[config.mk]
export PLATFORM = sky130hd
export DESIGN_NAME = booth4_mult_seq_flat
export DESIGN_NICKNAME = d
export VERILOG_FILES = /design/src/rtl/booth4_mult_seq_if.sv /design/src/rtl/booth4_mult_seq.sv /design/src/flat_wrapper.sv
export SDC_FILE = /design/constraint.sdc
export NUM_CORES = 1
export LEC_CHECK = 0
export ABC_AREA = 1
export ABC_CLOCK_PERIOD_IN_PS = 5400
export CAP_MARGIN = 20
export CORE_ASPECT_RATIO = 1.4
export CORE_MARGIN = 5
export CORE_UTILIZATION = 60
export CTS_CLUSTER_SIZE = 24
export DETAILED_ROUTE_END_ITERATION = 16
export GPL_TIMING_DRIVEN = 0
export HOLD_SLACK_MARGIN = 0.05
export PLACE_DENSITY = 0.86
export SYNTH_ARGS = -nofsm -noshare
export SYNTH_HDL_FRONTEND = slang
export SYNTH_SLANG_ARGS = --single-unit
[constraint.sdc]
create_clock -name clk -period 5.4 [get_ports clk]
set_input_delay 1.08 -clock clk [delete_from_list [all_inputs] [get_ports clk]]
set_output_delay 1.08 -clock clk [all_outputs]
set_load 0.03 [all_outputs]
[src/rtl/booth4_mult_seq_if.sv]
// booth4_mult_seq_if: start/ready handshake, operands and product of the Booth multiplier
interface booth4_mult_seq_if #(parameter int WIDTH = 32);
  logic             start;
  logic             is_signed;
  logic [WIDTH-1:0] multiplicand;
  logic [WIDTH-1:0] multiplier;
  logic             busy;
  logic             result_ready;
  logic [WIDTH-1:0] product_lo;
  logic [WIDTH-1:0] product_hi;
  logic             overflow;
  modport master(output start, is_signed, multiplicand, multiplier,
                 input busy, result_ready, product_lo, product_hi, overflow);
  modport slave(input start, is_signed, multiplicand, multiplier,
                output busy, result_ready, product_lo, product_hi, overflow);
endinterface

[src/rtl/booth4_mult_seq.sv]
// booth4_mult_seq: sequential radix-4 Booth multiplier, one digit per cycle, start/ready handshake
module booth4_mult_seq #(parameter int WIDTH = 32) (
  input logic clk,
  input logic reset,
  booth4_mult_seq_if.slave bus
);
  localparam int EW = WIDTH + 2;
  localparam int N  = EW / 2;
  localparam int CW = $clog2(N + 1);
  typedef enum logic [1:0] {IDLE, CALC, DONE} state_t;
  state_t           r_state, w_next;
  logic [EW-1:0]    r_hi, r_lo, r_m;
  logic             r_g, r_signed, r_ovf;
  logic [CW-1:0]    r_cnt;
  logic [WIDTH-1:0] r_plo, r_phi;
  logic [2:0]       w_trip;
  logic             w_zero, w_neg, w_two, w_last, w_ovf;
  logic [EW-1:0]    w_sel, w_add, w_sum, w_hi, w_lo, w_ma, w_mb;
  logic [WIDTH-1:0] w_plo, w_phi;
  assign w_ma   = {{2{bus.is_signed & bus.multiplicand[WIDTH-1]}}, bus.multiplicand};
  assign w_mb   = {{2{bus.is_signed & bus.multiplier[WIDTH-1]}}, bus.multiplier};
  assign w_trip = {r_lo[1:0], r_g};
  assign w_zero = (w_trip == 3'b000) || (w_trip == 3'b111);
  assign w_neg  = w_trip[2];
  assign w_two  = (w_trip == 3'b011) || (w_trip == 3'b100);
  assign w_sel  = w_two ? {r_m[EW-2:0], 1'b0} : r_m;
  assign w_add  = w_zero ? '0 : (w_neg ? ~w_sel : w_sel);
  assign w_sum  = r_hi + w_add + EW'(w_neg & ~w_zero);
  assign w_hi   = {{2{w_sum[EW-1]}}, w_sum[EW-1:2]};
  assign w_lo   = {w_sum[1:0], r_lo[EW-1:2]};
  // low 2*WIDTH bits of {hi, lo} after the final shift
  assign w_plo  = w_lo[WIDTH-1:0];
  assign w_phi  = {w_hi[WIDTH-3:0], w_lo[EW-1:WIDTH]};
  assign w_ovf  = r_signed ? (w_phi != {WIDTH{w_plo[WIDTH-1]}}) : (w_phi != '0);
  assign w_last = r_cnt == CW'(N - 1);
  always_comb begin
    w_next = r_state;
    if (r_state == IDLE && bus.start) w_next = CALC;
    if (r_state == CALC && w_last) w_next = DONE;
    if (r_state == DONE) w_next = IDLE;
  end
  always_ff @(posedge clk) begin
    if (reset) begin
      r_state  <= IDLE;
      r_hi     <= '0;
      r_lo     <= '0;
      r_m      <= '0;
      r_g      <= 1'b0;
      r_signed <= 1'b0;
      r_cnt    <= '0;
      r_plo    <= '0;
      r_phi    <= '0;
      r_ovf    <= 1'b0;
    end else begin
      r_state <= w_next;
      if (r_state == IDLE && bus.start) begin
        r_hi     <= '0;
        r_lo     <= w_mb;
        r_g      <= 1'b0;
        r_m      <= w_ma;
        r_signed <= bus.is_signed;
        r_cnt    <= '0;
      end else if (r_state == CALC) begin
        r_hi  <= w_hi;
        r_lo  <= w_lo;
        r_g   <= r_lo[1];
        r_cnt <= r_cnt + CW'(1);
        if (w_last) begin
          r_plo <= w_plo;
          r_phi <= w_phi;
          r_ovf <= w_ovf;
        end
      end
    end
  end
  assign bus.busy         = r_state != IDLE;
  assign bus.result_ready = r_state == DONE;
  assign bus.product_lo   = r_plo;
  assign bus.product_hi   = r_phi;
  assign bus.overflow     = r_ovf;
endmodule
[src/flat_wrapper.sv]
// flat-port wrapper written by rule: the top's interface ports become plain ports
module booth4_mult_seq_flat 
#(parameter int WIDTH = 32)
  (clk, reset, bus_start, bus_is_signed, bus_multiplicand, bus_multiplier, bus_busy, bus_result_ready, bus_product_lo, bus_product_hi, bus_overflow);
  booth4_mult_seq_if #(.WIDTH(WIDTH)) bus_i ();
  input logic clk;
  input logic reset;
  input wire logic [$bits(bus_i.start)-1:0] bus_start;
  input wire logic [$bits(bus_i.is_signed)-1:0] bus_is_signed;
  input wire logic [$bits(bus_i.multiplicand)-1:0] bus_multiplicand;
  input wire logic [$bits(bus_i.multiplier)-1:0] bus_multiplier;
  output wire logic [$bits(bus_i.busy)-1:0] bus_busy;
  output wire logic [$bits(bus_i.result_ready)-1:0] bus_result_ready;
  output wire logic [$bits(bus_i.product_lo)-1:0] bus_product_lo;
  output wire logic [$bits(bus_i.product_hi)-1:0] bus_product_hi;
  output wire logic [$bits(bus_i.overflow)-1:0] bus_overflow;
  assign bus_i.start = bus_start;
  assign bus_i.is_signed = bus_is_signed;
  assign bus_i.multiplicand = bus_multiplicand;
  assign bus_i.multiplier = bus_multiplier;
  assign bus_busy = bus_i.busy;
  assign bus_result_ready = bus_i.result_ready;
  assign bus_product_lo = bus_i.product_lo;
  assign bus_product_hi = bus_i.product_hi;
  assign bus_overflow = bus_i.overflow;
  booth4_mult_seq #(.WIDTH(WIDTH)) u_core (.clk(clk), .reset(reset), .bus(bus_i));
endmodule
[Word-level counts from Yosys, hierarchy flattened]
Cells that the tools add are included.
Word-level totals
  bits in registers: 173
  output and inout port bits: 67
  word-level logic and storage cells: 49
  bits of input ports: 68
Operators by class
  add/sub/neg operators: 3
  muxes and demuxes: 8
  reductions and logical operators: 14
  bitwise gates (word level): 6
  eq/ne operators: 7
Operators with widths (number)
  34-bit 2-to-1 mux: 4
  34-bit adder: 2
  1-bit by 34-bit AND with 34-bit output: 1
  1-bit NOT with 34-bit output: 1
  34-bit NOT: 1
  33-bit 2-to-1 mux: 1
  32-bit inequality test: 1
  32-bit nonzero test: 1
  3-bit equality test, second input constant: 2
  2-bit nonzero test: 3
  5-bit by 1-bit adder with 5-bit output, second input constant: 1
  5-bit equality test, second input constant: 1
  2-bit 2-to-1 mux: 2
  2-bit OR reduction: 2
  3-bit by 2-bit equality test with 1-bit output, second input constant: 1
  3-bit zero test: 1
  3-bit AND reduction: 1
  3-bit OR reduction: 1
  1-bit AND: 2
  2-bit by 1-bit equality test with 1-bit output, second input constant: 1
  2-bit equality test, second input constant: 1
  1-bit logical AND: 2
  2-bit zero test: 1
  1-bit logical OR: 2
  2 further kinds: 2

[Longest topological paths before layout]
  depth in word-level cells: 10
  gate-level depth with buffers: 30
  depth with buffers taken out: 29

[Least setup slack after synthesis]
OpenSTA, ideal clock, no wires.
  path kind: register to register
  start: register u_core.r_lo[1]
  end: register u_core.r_ovf (netlist: u_core.bus.overflow)
  library setup time: 0.132 ns
  arrival time: 3.259 ns
  cell stages (with the launch flop): 24
  clock period less this slack: 3.391 ns
  setup slack: 2.009 ns
  path through: dfxtp_1 inv_1 nor2_2 clkbuf_1 o221ai_1 fa_1 fa_1 inv_1 nand2_1 nand2_1 and2_1 nand2_1 nand3_1 nand3_1 nand2_1 nand2_1 nand2_1 nand2_1 nand2_1 inv_1 nor2_1 nand3_1 o21ai_1 a21oi_1
On the way
  word-level cells in the longest chain between the ends: 10
Ends and longest elaborated chain
  start: declaration: line booth4_mult_seq.sv:12  | logic [EW-1:0] r_hi, r_lo, r_m;
  start signal: assignment: line booth4_mult_seq.sv:58  | r_lo <= w_mb;
  start signal: assignment: line booth4_mult_seq.sv:65  | r_lo <= w_lo;
  3-bit by 2-bit equality test with 1-bit output / 3-bit equality test (equally long branches): line booth4_mult_seq.sv:25  | assign w_two = (w_trip == 3'b011) || (w_trip == 3'b100);
  1-bit logical OR: line booth4_mult_seq.sv:25
  33-bit 2-to-1 mux: line booth4_mult_seq.sv:26  | assign w_sel = w_two ? {r_m[EW-2:0], 1'b0} : r_m;
  34-bit NOT: line booth4_mult_seq.sv:27  | assign w_add = w_zero ? '0 : (w_neg ? ~w_sel : w_sel);
  34-bit 2-to-1 mux (2 in series): line booth4_mult_seq.sv:27
  34-bit adder: line booth4_mult_seq.sv:28  | assign w_sum = r_hi + w_add + EW'(w_neg & ~w_zero);
  34-bit adder (*): line booth4_mult_seq.sv:28
  32-bit inequality test / 32-bit nonzero test (equally long branches): line booth4_mult_seq.sv:34  | assign w_ovf = r_signed ? (w_phi != {WIDTH{w_plo[WIDTH-1]}}) : (w_phi != '0);
  1-bit 2-to-1 mux (*): line booth4_mult_seq.sv:34
  end signal: assignment: line booth4_mult_seq.sv:71  | r_ovf <= w_ovf;
  end: declaration: line booth4_mult_seq.sv:13  | logic r_g, r_signed, r_ovf;
Every way passes the cells marked *; elsewhere a longest branch is shown, timed or not.
A chain may end at the register's enable or synchronous reset.

[Final worst setup path]
Same ends and word-level chain as after synthesis.

==> Flow_metrics.wiki <==
{| class="wikitable"
! Metric !! Value
|-
| Remaining Overflow, GRT || 0
|-
| Largest stage delay, worst path || about 520 ps
|-
| Relative slew slack || 0.4633
|-
| Required @ worst endpoint || around 5700 ps
|-
| Worst path bufs/invs || 3
|-
| Highest-count cells in the layout ignoring fill and taps || 570 x nand2_1, 237 x inv_1, 173 x dfxtp_1, 134 x clkdlybuf4s50_1, 118 x o21ai_0
|-
| Maximum number of pins on one net before global-route repair || 19
|-
| Number of cells upsized or downsized after cts || 0
|-
| Clock tree root buffer cell || clkbuf_16
|-
| Number of placed I/O pins || between 100 and 150
|-
| Total Neg Setup Slack || 0 ps
|-
| Setup Buffers After CTS || 0
|-
| M1 GR Usage || 0.3525
|-
| Number of antenna violations at the first check in global routing || 0
|-
| Pwr/cell area || approximately 280 mW/mm^2
|-
| Peak Freq || about 220 MHz
|-
| Category of the worst setup path capture point || flop
|-
| GR peak layer || met2
|-
| Met2 Resource Use GR || 0.6101
|-
| Leakage power total || between 0.005 and 0.006 uW
|-
| Transition time at the pin with the least slew margin || 805.1 ps
|-
| Maximum net fanout on the critical path || 10
|-
| Number of endpoints failing setup at the final stage || 0
|-
| Antenna-violating nets left || 0
|-
| Die X || between 100 and 150 um
|-
| Layout area overhead || 21.59%
|-
| Number of antenna cells inserted || 0
|-
| Share of synthesized flip-flops with an asynchronous set or reset || 0
|-
| Kind of cell adding the most delay to the critical path || simple AND/OR/NAND/NOR gates
|-
| Post-route DRC violation count || 0
|-
| Minimum setup slack among reg-to-reg paths || 890 ps
|-
| H-tree levels || 4
|-
| Clock-pin transition on the worst setup and hold timing paths || roughly 80 ps
|-
| Instance area at placement || 0.01177 mm^2
|-
| Port buffer count || roughly 130
|-
| Clock tree from TritonCTS || done
|-
| Global router's overall resource usage || 0.3355
|-
| TritonCTS Buffers || 17
|-
| Unrepaired setup endpoints after global routing || false
|-
| Routed WL per cell || 16.39 um
|-
| Fin area || around 0.012 mm^2
|-
| Area of the core region || 0.01675 mm^2
|-
| Synthesis-stage register bit count || around 170
|-
| First-pass GRT wire length || 52.40 mm
|-
| Final critical-path share of the clock period || 0.8349
|-
| Area of the multi-input gates || 0.005544 mm^2
|-
| Fraction of final layout cells sized beyond drive strength 1 || 0.03889
|-
| Net total in the final layout || 1,892
|-
| Number of hold-slack violations in the final timing report || 0
|-
| Count of flip-flops with a built-in enable after synthesis || 0
|-
| Maximum clock skew at final layout || 17.80 ps
|-
| Critical-path cell with the highest stage delay || fa_1
|-
| DRC violation total after the first TritonRoute iteration || 780
|-
| Count of final max-slew check failures || 0
|-
| Syn Std Cell Area || between 0.01 and 0.015 mm^2
|-
| Max Buffers Root-to-Sink || 2
|-
| Crit path cell chain || inv_1 -> nor2_2 -> clkbuf_1 -> o221ai_1 -> fa_1 -> fa_1 -> inv_1 -> nand2_1 -> nand2_1 -> and2_1 -> nand2_1 -> nand3_1 -> nand2_1 -> nand2_1 -> nand2_1 -> nor2_1 -> nand2_1 -> nor2_1 -> nand3b_1 -> nor2_1 -> nor2_1 -> o21ai_1 -> a21oi_1
|-
| Final critical path time including I/O delays and setup || 4508 ps
|-
| Clock tree sinks || about 170
|-
| Setup slack after layout || 891.8 ps
|-
| DP Wirelength || 26.14 mm
|-
| Dominant synthesized flop cell || dfxtp_1
|-
| Detailed Routing Iterations Pass 1 || 5
|-
| Die height || 164.1 um
|-
| Mapped Cells || 1,635
|-
| Type of element launching the critical path || flop
|-
| Number of nets produced by synthesis || roughly 1,700
|-
| Maximum capacitance violations || 0
|-
| Setup WS pre-CTS || ~1000 ps
|-
| Worst vdd ir || 226.3 uV
|-
| Final Total Pwr || 3403 uW
|-
| Type of the worst setup path || flop to flop
|-
| Sequential cell area in the final layout || 0.003463 mm^2
|-
| Library cell appearing most often on the critical path || nand2_1
|-
| Mapped Avg Cell Area || slightly above 6 um^2
|-
| Met3 capacity usage during global routing || 0.05202
|-
| Vias in the first global route || between 10,000 and 15,000
|-
| Sequential-to-total area share from yosys stat || 0.3403
|-
| Worst-Skew Late Latency || around 440 ps
|-
| Most frequent standard cell in the layout excluding fill and tap cells || nand2_1
|-
| Final WL || 32.83 mm
|-
| Starting Density || 0.6077
|-
| Status || complete, no violations
|-
| Final weighted congestion in routability-driven placement || 0.9903
|-
| Path class of the lowest-slack min-delay path || flop to flop
|-
| Via density || 5.526
|-
| Hold-fix buffers, CTS || 0
|-
| Distinct cells, synth || 41
|-
| Via count || 11,070
|-
| Number of warnings printed during yosys synthesis || 0
|-
| # fillers || approximately 1,400
|-
| Cell row count || 56
|-
| Worst path arrival time || 4810 ps
|-
| Area of the die || about 0.020 mm^2
|}
## Yosys cell counts (3+ instances only)
library cell	count	area, um^2
a21oi_1	84	420.4
a221oi_1	3	26.28
a31oi_1	32	200.2
buf_1	4	15.01
clkbuf_1	61	229.0
dfxtp_1	173	3463
ha_1	34	425.4
inv_1	237	889.6
inv_2	3	11.26
nand2_1	570	2140
nand2_2	17	106.4
nand3_1	62	310.3
nand3_2	4	40.04
nand3b_1	7	52.55
nand4_1	10	62.56
nor2_1	117	439.2
nor2_2	6	37.54
nor3_1	7	35.03
o211ai_1	53	397.9
o21ai_0	118	590.6
o21bai_1	4	30.03
xor2_1	3	26.28
## power breakdown
group	internal (uW)	switching [uW]	total, uW
clock	663	604	1270
sequential	1330	38.6	1370
combinational	249	515	765
## final cells by class
type / count / area share
multi-input combinational: 1153 / 0.4481
sequential: 173 / 0.2799
timing repair buffer: 134 / 0.1084
inverter: 242 / 0.07341
clock buffer: 17 / 0.03438
buffer: 67 / 0.02103
tap: 203 / 0.02053
clock inverter: 14 / 0.01426
## per-stage QoR
step | hold slack, ps | utilization | std cells
global placement | 452.4 | 0.7029 | 1972
global route | 491.0 | 0.7389 | 2003
floorplan | 443.8 | - | 1635
finish | 466.2 | 0.7389 | 2003
CTS | 468.7 | 0.7389 | 2003
detailed placement | 457.0 | 0.7029 | 1972
## metal layers
layer	vias up	routed length (um)	part of all wire
li1	5492	-	-
met1	5039	12040	0.37
met2	403	16480	0.50
met3	134	1723	0.052
met4	0	2584	0.079
met5	-	0	0
## registers in the layout (all words and copies together), names as in the netlist
name,count
u_core.bus.overflow,1
u_core.bus.product_hi,32
u_core.bus.product_lo,32
u_core.r_cnt,5
u_core.r_g,1
u_core.r_hi,32
u_core.r_lo,34
u_core.r_m,33
u_core.r_signed,1
u_core.r_state,2
## path summary, 6_finish.rpt
path	startpoint	endpoint	cells after the start
worst max-delay path	u_core.r_lo[1]	u_core.bus.overflow	23
worst max register to register	u_core.r_lo[1]	u_core.bus.overflow	23
worst min-delay path	u_core.bus.product_lo[6]	u_core.bus.product_lo[6]	2
worst min register to register	u_core.bus.product_lo[6]	u_core.bus.product_lo[6]	2
## worst reg2reg max path, delay by kind of cell (launching register included)
kind / cells / cell delay [ps]
and+or+nand+nor: 15 / 1840
adders and majority gates: 2 / 980
buffers and inverters: 3 / 660
DFF: 1 / 470
AOI/OAI and AO/OA: 3 / 400
## kinds of logic (layout without fill, tap and decap cells)
| group | after synthesis | in the layout | synth area share |
|---|---|---|---|
| and+or+nand+nor | 808 | 808 | 0.3236 |
| buffers and inverters | 309 | 474 | 0.1148 |
| AOI/OAI and AO/OA | 303 | 303 | 0.1700 |
| DFF | 173 | 173 | 0.3403 |
| adders and majority gates | 36 | 36 | 0.04574 |
| xor gates and xnor gates | 4 | 4 | 0.003443 |
| muxes | 2 | 2 | 0.001967 |
No activity file was read; power rests on OpenSTA's default activity.
